$ cat src/rtl/clk_div_pkg.sv
// Shared sizing for the power-of-two clock divider chain.
// Stage count fixes both the number of toggle flops and the counter width.
// No flow control: constants only.
package clk_div_pkg;

    localparam int NUM_STAGES = 4;
    localparam int CNT_W      = NUM_STAGES;

endpackage

$ cat src/rtl/div2_stage.sv
// One divide-by-2 stage: a toggle flop plus the AND carry to the next stage.
// Latency: q updates on the rising clk edge after toggle_en is sampled high.
// No backpressure: free-running, synchronous active-high reset.
module div2_stage (
    input  logic clk,
    input  logic rst,
    input  logic toggle_en,
    output logic q,
    output logic carry_out
);

    always_ff @(posedge clk) begin
        if (rst) begin
            q <= 1'b0;
        end else if (toggle_en) begin
            q <= ~q;
        end
    end

    // Next stage toggles only when this stage and all below it are about to wrap.
    assign carry_out = toggle_en & q;

endmodule

$ cat src/rtl/divide_by_2_to_the_n.sv
// Four-stage synchronous binary counter exporting clk/2, clk/4, clk/8, clk/16.
// Latency: one clk edge from reset or count step to outputs; outputs are flop Q pins.
// No backpressure: counts every edge unless rst is sampled high.
module divide_by_2_to_the_n
    import clk_div_pkg::*;
(
    input  logic clk,
    input  logic rst,
    output logic divBy2,
    output logic divBy4,
    output logic divBy8,
    output logic divBy16
);

    logic [CNT_W-1:0] cnt;
    logic [CNT_W-1:0] toggleEn;
    logic [CNT_W-1:0] carry;
    logic             unusedTermCarry;

    // Every flop runs on clk; only the toggle enable ripples, never the clock.
    assign toggleEn[0] = 1'b1;

    for (genvar k = 0; k < CNT_W; k++) begin : gStage
        div2_stage uStage (
            .clk       (clk),
            .rst       (rst),
            .toggle_en (toggleEn[k]),
            .q         (cnt[k]),
            .carry_out (carry[k])
        );
        if (k < CNT_W - 1) begin : gChain
            assign toggleEn[k+1] = carry[k];
        end
    end

    assign unusedTermCarry = carry[CNT_W-1];

    assign divBy2  = cnt[0];
    assign divBy4  = cnt[1];
    assign divBy8  = cnt[2];
    assign divBy16 = cnt[3];

endmodule

$ cat config.mk
export PLATFORM = sky130hd
export DESIGN_NAME = divide_by_2_to_the_n
export DESIGN_NICKNAME = d
export VERILOG_FILES = /design/src/rtl/clk_div_pkg.sv /design/src/rtl/div2_stage.sv /design/src/rtl/divide_by_2_to_the_n.sv
export SDC_FILE = /design/constraint.sdc
export NUM_CORES = 1
export LEC_CHECK = 0
export BUFFER_PORTS_ARGS = -buffer_cell sky130_fd_sc_hd__buf_2
export CORE_AREA = 2 2 39 41
export CTS_CLUSTER_DIAMETER = 80
export DETAILED_ROUTE_END_ITERATION = 16
export DIE_AREA = 0 0 41 43
export SLEW_MARGIN = 20
export SYNTH_ARGS = -nofsm -noshare
export SYNTH_HDL_FRONTEND = slang
export SYNTH_SLANG_ARGS = --single-unit
$ cat constraint.sdc
create_clock -name clk -period 2.8 [get_ports clk]
set_input_delay 0.42 -clock clk [delete_from_list [all_inputs] [get_ports clk]]
set_output_delay 0.42 -clock clk [all_outputs]
set_load 0.01 [all_outputs]
# --- Word level (Yosys, flattened, before mapping) ---
# Index checks and enable logic that the tools add are counted.
classes:
  bitwise_logic: 6
op_table:
  columns: ["op", "n"]
  rows:
  - ["$not 1->1", 4]
  - ["$and 1x1->1", 2]
word_totals:
  regBits: 4
  output_inout_bits: 4
  elab_cells: 10

# --- Longest topological paths before layout ---
# Gate-level depths: netlist of the first run.
logic_depth:
  ltp_word: 2
  depth_mapped: 2
  ltp_nobuf: 2

# --- By module ---
# A second synthesis of the first run with hierarchy kept.
hier_totals:
  cells_unflattened: 17
  hier_area_um2: 163.9
modules_own_cells:
  columns: ["mod", "instances", "cells_per_inst", "area_each_um2"]
  rows:
  - ["div2_stage", 4, 4, 40.0]
  - ["divide_by_2_to_the_n", 1, 1, 3.8]

# --- Worst setup path after synthesis of the first run ---
# OpenSTA, ideal clock, no wires.
synth_path:
  kind: "register to register"
  startpoint: "register gStage[0].uStage.q"
  endpoint: "register gStage[3].uStage.q"
  arrival_ns: 0.840
  path_slack_ns: 1.839
  stages_incl_launch_ff: 3
  path_buffers: 0
  synth_period_minus_slack_ns: 0.961
  cell_sequence: "dfxtp_1 > nand3_2 > mux2_4"
synth_between:
  elab_chain_cells: 2
synth_lines:
  columns: ["item", "line", "source"]
  rows:
  - ["start: declaration", "div2_stage.sv:8", "output logic q,"]
  - ["start signal: assignment", "div2_stage.sv:16", "q <= ~q;"]
  - ["$and 1x1->1 (2 in series)", "div2_stage.sv:21", "assign carry_out = toggle_en & q;"]
  - ["end signal: assignment", "div2_stage.sv:16", null]
  - ["end: declaration", "div2_stage.sv:8", null]
# No other way between the ends.
# A chain may end at the register's enable or synchronous reset.

# --- Final worst setup path of the first run ---
layout_path:
  startpoint: "register gStage[0].uStage.q"
  endpoint: "output port divBy2"
layout_lines:
  columns: ["item", "line", "source"]
  rows:
  - ["end: declaration", "divide_by_2_to_the_n.sv:9", "output logic divBy2,"]
# No word-level cell between the ends.

==> results.ini, run 1 <==
[sta]
finalCritPeriodShare=0.448
min_period_ns=1.25
setup_viol=0
max_freq_mhz=797
final_max_slew_viol_count=0
tightest_slew_ns=0.224
fin_skew_ns=0.00260
grt_setup_unrepaired=false
fin_setup_tns_ns=0
hold_violations=0
slew_headroom=0.850
fin_ws_ns=1.55

[job]
maxCapViolations=0

[clock_network]
cts_tree=yes
clk_latency_ns=0.23
clk_pin_slew_ns=0.04
cts_sinks=4
cts_resized=0
cts_root_buf=clkbuf_4
post-cts-setup-buffer-count=0
ctsHoldBuffers=0
cts_inserted_buffers=3
clk_path_buf_depth=2
htree_levels=1

[route]
antenna_left=0
viasPerCell=3.26
drt-pass1-iter-count=1
drtIter0Drc=0
wire_per_inst_um=7.45
finalWirelength_um=283
route.detailed.drc=0
vias=124

[place]
place_ws_ns=1.70
port_buffers=5
place_area_um2=200
gp_congestion=0.480

[worst_setup_path]
worstReg2RegEnd=gStage[3].uStage.q
crit_family=flip-flops
path_cells=buf_2
setup.worst_path.end=divBy2
path_class=reg -> out
cp.required_ns=2.38
reg2reg_from=gStage[0].uStage.q
crit_arrival_ns=0.83
r2r_setup_slack_ns=1.85
cp_slowest_cell=dfxtp_1
critical_path.endpoint_type=output port
crit_start=gStage[0].uStage.q
crit_buf_inv=1
critPathMaxStageDelay_ns=0.43
crit_cells=1
worst-path-max-fanout=6
start_kind=flip-flop
reg2regPathDepth=2

[pwr]
p_leak_nw=0.102
peakVddDrop_uv=117
power_mw=0.149
p_int_mw=0.116
seqPwrFrac=0.442
p_sw_frac=0.223
power.switching_mw=0.0333
p_per_area_nw_per_um2=669
clockPowerShare=0.474
combinationalPowerShare=0.084

[synthesis]
synthDominantCellAreaShare=0.516
yosys_warnings=0
synthDistinctLibCells=9
netlist_area_um2=155
synth_largest_area_cell=dfxtp_1
synth_nets=16
yosysSeqAreaShare=0.516
yosys-top-cells-area=dfxtp_1 52%, mux2_4 9.7%, nor2_1 7.3%, a21bo_2 6.5%, nand3_2 6.5%
syn_avg_cell_area_um2=11.1
syn_inst=14
ys_ff_latch=4

[cells_and_area]
fin_area_um2=223
final_common_cell=buf_2
diodes=0
syn2layout_area_growth_pct=43.5
fillers=159
largest_register=gStage.uStage.q
layout_common_cells=5 x buf_2, 4 x dfxtp_1, 3 x nor2_1, 3 x clkbuf_4
reg_top3=gStage.uStage.q x4
drive_gt1_frac=0.500
final_nets=26
largest_reg_flops=4

[die]
row_count=14
start_util=0.112
die_w_um=41
die_y_um=43
coreArea_um2=1380
num_io_pins=6
die-area_um2=1760

[global_routing]
grt_usage=0.0422
grt_pass1_wl_um=372
grt_start_max_net_pins=7
overflow=0
grt_pass1_vias=107
antenna_found_initial=0

[hold_path]
hp-class=in -> reg

[outcome]
outcome=finished, final reports clean

==> synth_stat cells <==
| master | count |
|---|---|
| nand3b_1 | 1 |
| nor2_1 | 3 |
| mux2_4 | 1 |
| a21bo_2 | 1 |
| nand3_2 | 1 |
| a21oi_1 | 1 |
| and2b_1 | 1 |
| xnor2_1 | 1 |
| dfxtp_1 | 4 |
==> layout make-up <==
type	count	area, um^2	share of cell area
sequential	4	80.1	0.360
multi-input combinational	10	75.1	0.337
timing repair buffer	5	25.0	0.112
clock buffer	3	22.5	0.101
tap	16	20.0	0.0899
==> power by group through the flow <==
stage / logic, mW / registers, mW / clock network (mW)
final: 0.0125 / 0.0659 / 0.0706
after detailed placement: 0.0127 / 0.0670 / 0
after CTS: 0.0127 / 0.0660 / 0.0742
after floorplan: 0.00562 / 0.0680 / 0
after global routing: 0.0138 / 0.0666 / 0.0759
after global placement: 0.0124 / 0.0666 / 0
==> through the flow <==
step / cells / hold slack (ns) / util
final: 38 / 0.401 / 0.161
after global routing: 38 / 0.410 / 0.161
after CTS: 38 / 0.396 / 0.161
after detailed placement: 35 / 0.516 / 0.145
after global placement: 35 / 0.497 / 0.145
after floorplan: 14 / 0.487 / -
==> how the worst min path moves through the flow <==
stage	start	to	slack, ns	depth (start not counted)
detailed placement	gStage[0].uStage.q	gStage[0].uStage.q	0.52	1
finish	rst	gStage[2].uStage.q	0.40	2
global placement	gStage[0].uStage.q	gStage[0].uStage.q	0.50	1
CTS	rst	gStage[0].uStage.q	0.40	2
floorplan	rst	gStage[0].uStage.q	0.49	1
global route	rst	gStage[0].uStage.q	0.41	2
==> cells by family after synthesis <==
logic type	synth area share
compound gates	0.0967
mux	0.0967
xor+xnor	0.0565
simple gates	0.234
flops	0.516
==> worst register-to-register path: stages (launching register included) <==
cell	delay (ns)
dfxtp_1	0.43
nand3_2	0.11
mux2_4	0.30
==> per-layer routing <==
layer	track usage	vias to the layer above	part of all wire
li1	-	63	-
met4	0.0800	0	0
met2	0.0406	6	0.42
met3	0.0471	0	0.16
met1	0.0257	55	0.41
met5	0	-	0
No activity file was read; power rests on OpenSTA's default activity.
==> run 2, diff against run 1 <==
- ABC_AREA: unset -> 1
- clock period: 2.8 -> 1 ns (I/O delays scaled with it)
==> results.ini, run 2 <==
[synthesis]
synth-edff-count=0  ; unchanged
async_flop_share=0  ; unchanged
yosys-top-cells-area=dfxtp_1 56%, nand2_1 7.8%, a21oi_1 7.0%, nand3_2 7.0%, inv_1 5.2%
syn_avg_cell_area_um2=8.46  ; -24%
synth_nets=19  ; +3
yosys_warnings=0  ; unchanged
ys_ff_latch=4  ; unchanged
netlist_area_um2=144  ; -7.3%
yosysSeqAreaShare=0.557  ; +0.0404
synth.most_common_cell=dfxtp_1
synthDistinctLibCells=9  ; unchanged
ys_top_cells_by_count=4 x dfxtp_1, 3 x nand2_1, 2 x a21oi_1, 2 x inv_1, 2 x nor2_1
synthDominantCellAreaShare=0.557  ; +0.0404
syn_inst=17  ; +3
synth_flop_cell=dfxtp_1
synth_largest_area_cell=dfxtp_1

[die]
row_count=14  ; unchanged
die-area_um2=1760  ; unchanged
num_io_pins=6  ; unchanged
die_y_um=43  ; unchanged
die_w_um=41  ; unchanged
coreArea_um2=1380  ; unchanged
start_util=0.104  ; -0.00814

[sta]
max_freq_mhz=1060
fin_skew_ns=0.00104  ; -0.00156 ns
finalCritPeriodShare=0.947
fin_setup_tns_ns=0  ; unchanged
slew_headroom=0.880  ; +0.0296
final_max_slew_viol_count=0  ; unchanged
setup_viol=0  ; unchanged
grt_setup_unrepaired=false
hold_violations=0  ; unchanged
fin_ws_ns=0.0531  ; -1.49 ns
tightest_slew_ns=0.180  ; -0.0443 ns
min_period_ns=0.947

[clock_network]
clk_pin_slew_ns=0.04  ; about the same
ctsHoldBuffers=0  ; unchanged
clk_path_buf_depth=2  ; unchanged
cts_tree=yes
cts_inserted_buffers=3  ; unchanged
htree_levels=1  ; unchanged
cts_root_buf=clkbuf_4
cts_sinks=4  ; unchanged
clk_latency_ns=0.23  ; about the same
post-cts-setup-buffer-count=0  ; unchanged

[place]
place_ws_ns=0.233  ; -1.46 ns
gp_congestion=0.532  ; +11%
place_area_um2=189  ; -5.6%
port_buffers=5  ; unchanged

[hold_path]
hp-class=in -> reg

[pwr]
p_leak_nw=0.0987  ; -3.0%
peakVddDrop_uv=199  ; +70%
power_mw=0.407  ; +170%
p_per_area_nw_per_um2=1910  ; +190%

[route]
drtIter0Drc=3  ; +3
wire_per_inst_um=6.61  ; -11%
vias=141  ; +14%
route.detailed.drc=0  ; unchanged
drt-pass1-iter-count=2  ; +1
viasPerCell=3.44  ; +5.4%
antenna_left=0  ; unchanged
finalWirelength_um=271  ; -4.2%

[global_routing]
antenna_found_initial=0  ; unchanged
grt_pass1_wl_um=455  ; +22%
grt_start_max_net_pins=8  ; +1
grt_usage=0.0491  ; +0.00698
grt_pass1_vias=137  ; +28%
overflow=0  ; unchanged

[cells_and_area]
fin_area_um2=213  ; -4.5%
syn2layout_area_growth_pct=47.8
final_common_cell=buf_2
fillers=164  ; +3.1%
layout_common_cells=5 x buf_2, 3 x nand2_1, 3 x clkbuf_4, 3 x dfxtp_1
utilization=0.154  ; -0.00723
drive_gt1_frac=0.440  ; -0.0600
largest_register=gStage.uStage.q
diodes=0  ; unchanged
final_nets=29  ; +12%
largest_reg_flops=4  ; unchanged
reg_top3=gStage.uStage.q x4

[worst_setup_path]
crit_buf_inv=1  ; unchanged
cp.required_ns=0.85  ; -1.53 ns
path_class=reg -> out
critical_path.endpoint_type=output port
start_kind=flip-flop
critPathMaxStageDelay_ns=0.40  ; -0.03 ns
cp_slowest_cell=dfxtp_1
crit_arrival_ns=0.80  ; -0.03 ns
path_cells=buf_2
crit_family=flip-flops
worst-path-max-fanout=6  ; unchanged

[job]
maxCapViolations=0  ; unchanged

[outcome]
outcome=finished, final reports clean

run 2: logic make-up after synthesis:
logic type	Yosys count	synth area share
compound gates	3	0.104
buf+inv	2	0.0522
flops	4	0.557
simple gates	8	0.287
run 2: final cells by class:
type,count,area [um^2],share of cell area
clock buffers,3,22.5,0.106
inverters,2,7.51,0.0353
multi-input cells,11,56.3,0.265
flip-flops and latches,4,81.3,0.382
well taps,16,20.0,0.0941
repair buffers,5,25.0,0.118
run 2: timing repair:
| item | in CTS | in global routing |
|---|---|---|
| setup endpoints to repair | 0 | 1 |
| endpoints found under the hold margin | 0 | 0 |
| gates resized for setup | 0 | 1 |
run 2: power breakdown:
part	switching (mW)	internal [mW]	total, mW
sequential	0.0120	0.170	0.182
combinational	0.0143	0.0120	0.0263
clock	0.0645	0.134	0.199
run 2: per-stage QoR:
| stage | cells | hold slack, ns |
|---|---|---|
| after CTS | 41 | 0.109 |
| after floorplan | 17 | 0.217 |
| after global routing | 41 | 0.124 |
| after detailed placement | 38 | 0.361 |
| after global placement | 38 | 0.352 |
| final | 41 | 0.110 |
run 2: path summary, 6_finish.rpt:
kind	to	slack, ns	from	depth (start not counted)
max	divBy4	0.05	gStage[1].uStage.q	1
min	gStage[0].uStage.q	0.11	rst	2
max reg2reg	gStage[3].uStage.q	0.26	gStage[1].uStage.q	4
min reg2reg	gStage[0].uStage.q	0.47	gStage[0].uStage.q	1
run 2: layer usage:
metal	wire (um)	GRT usage
met1	107	0.0321
met2	124	0.0563
met3	40	0.0471
met4	0	0.0800
met5	0	0
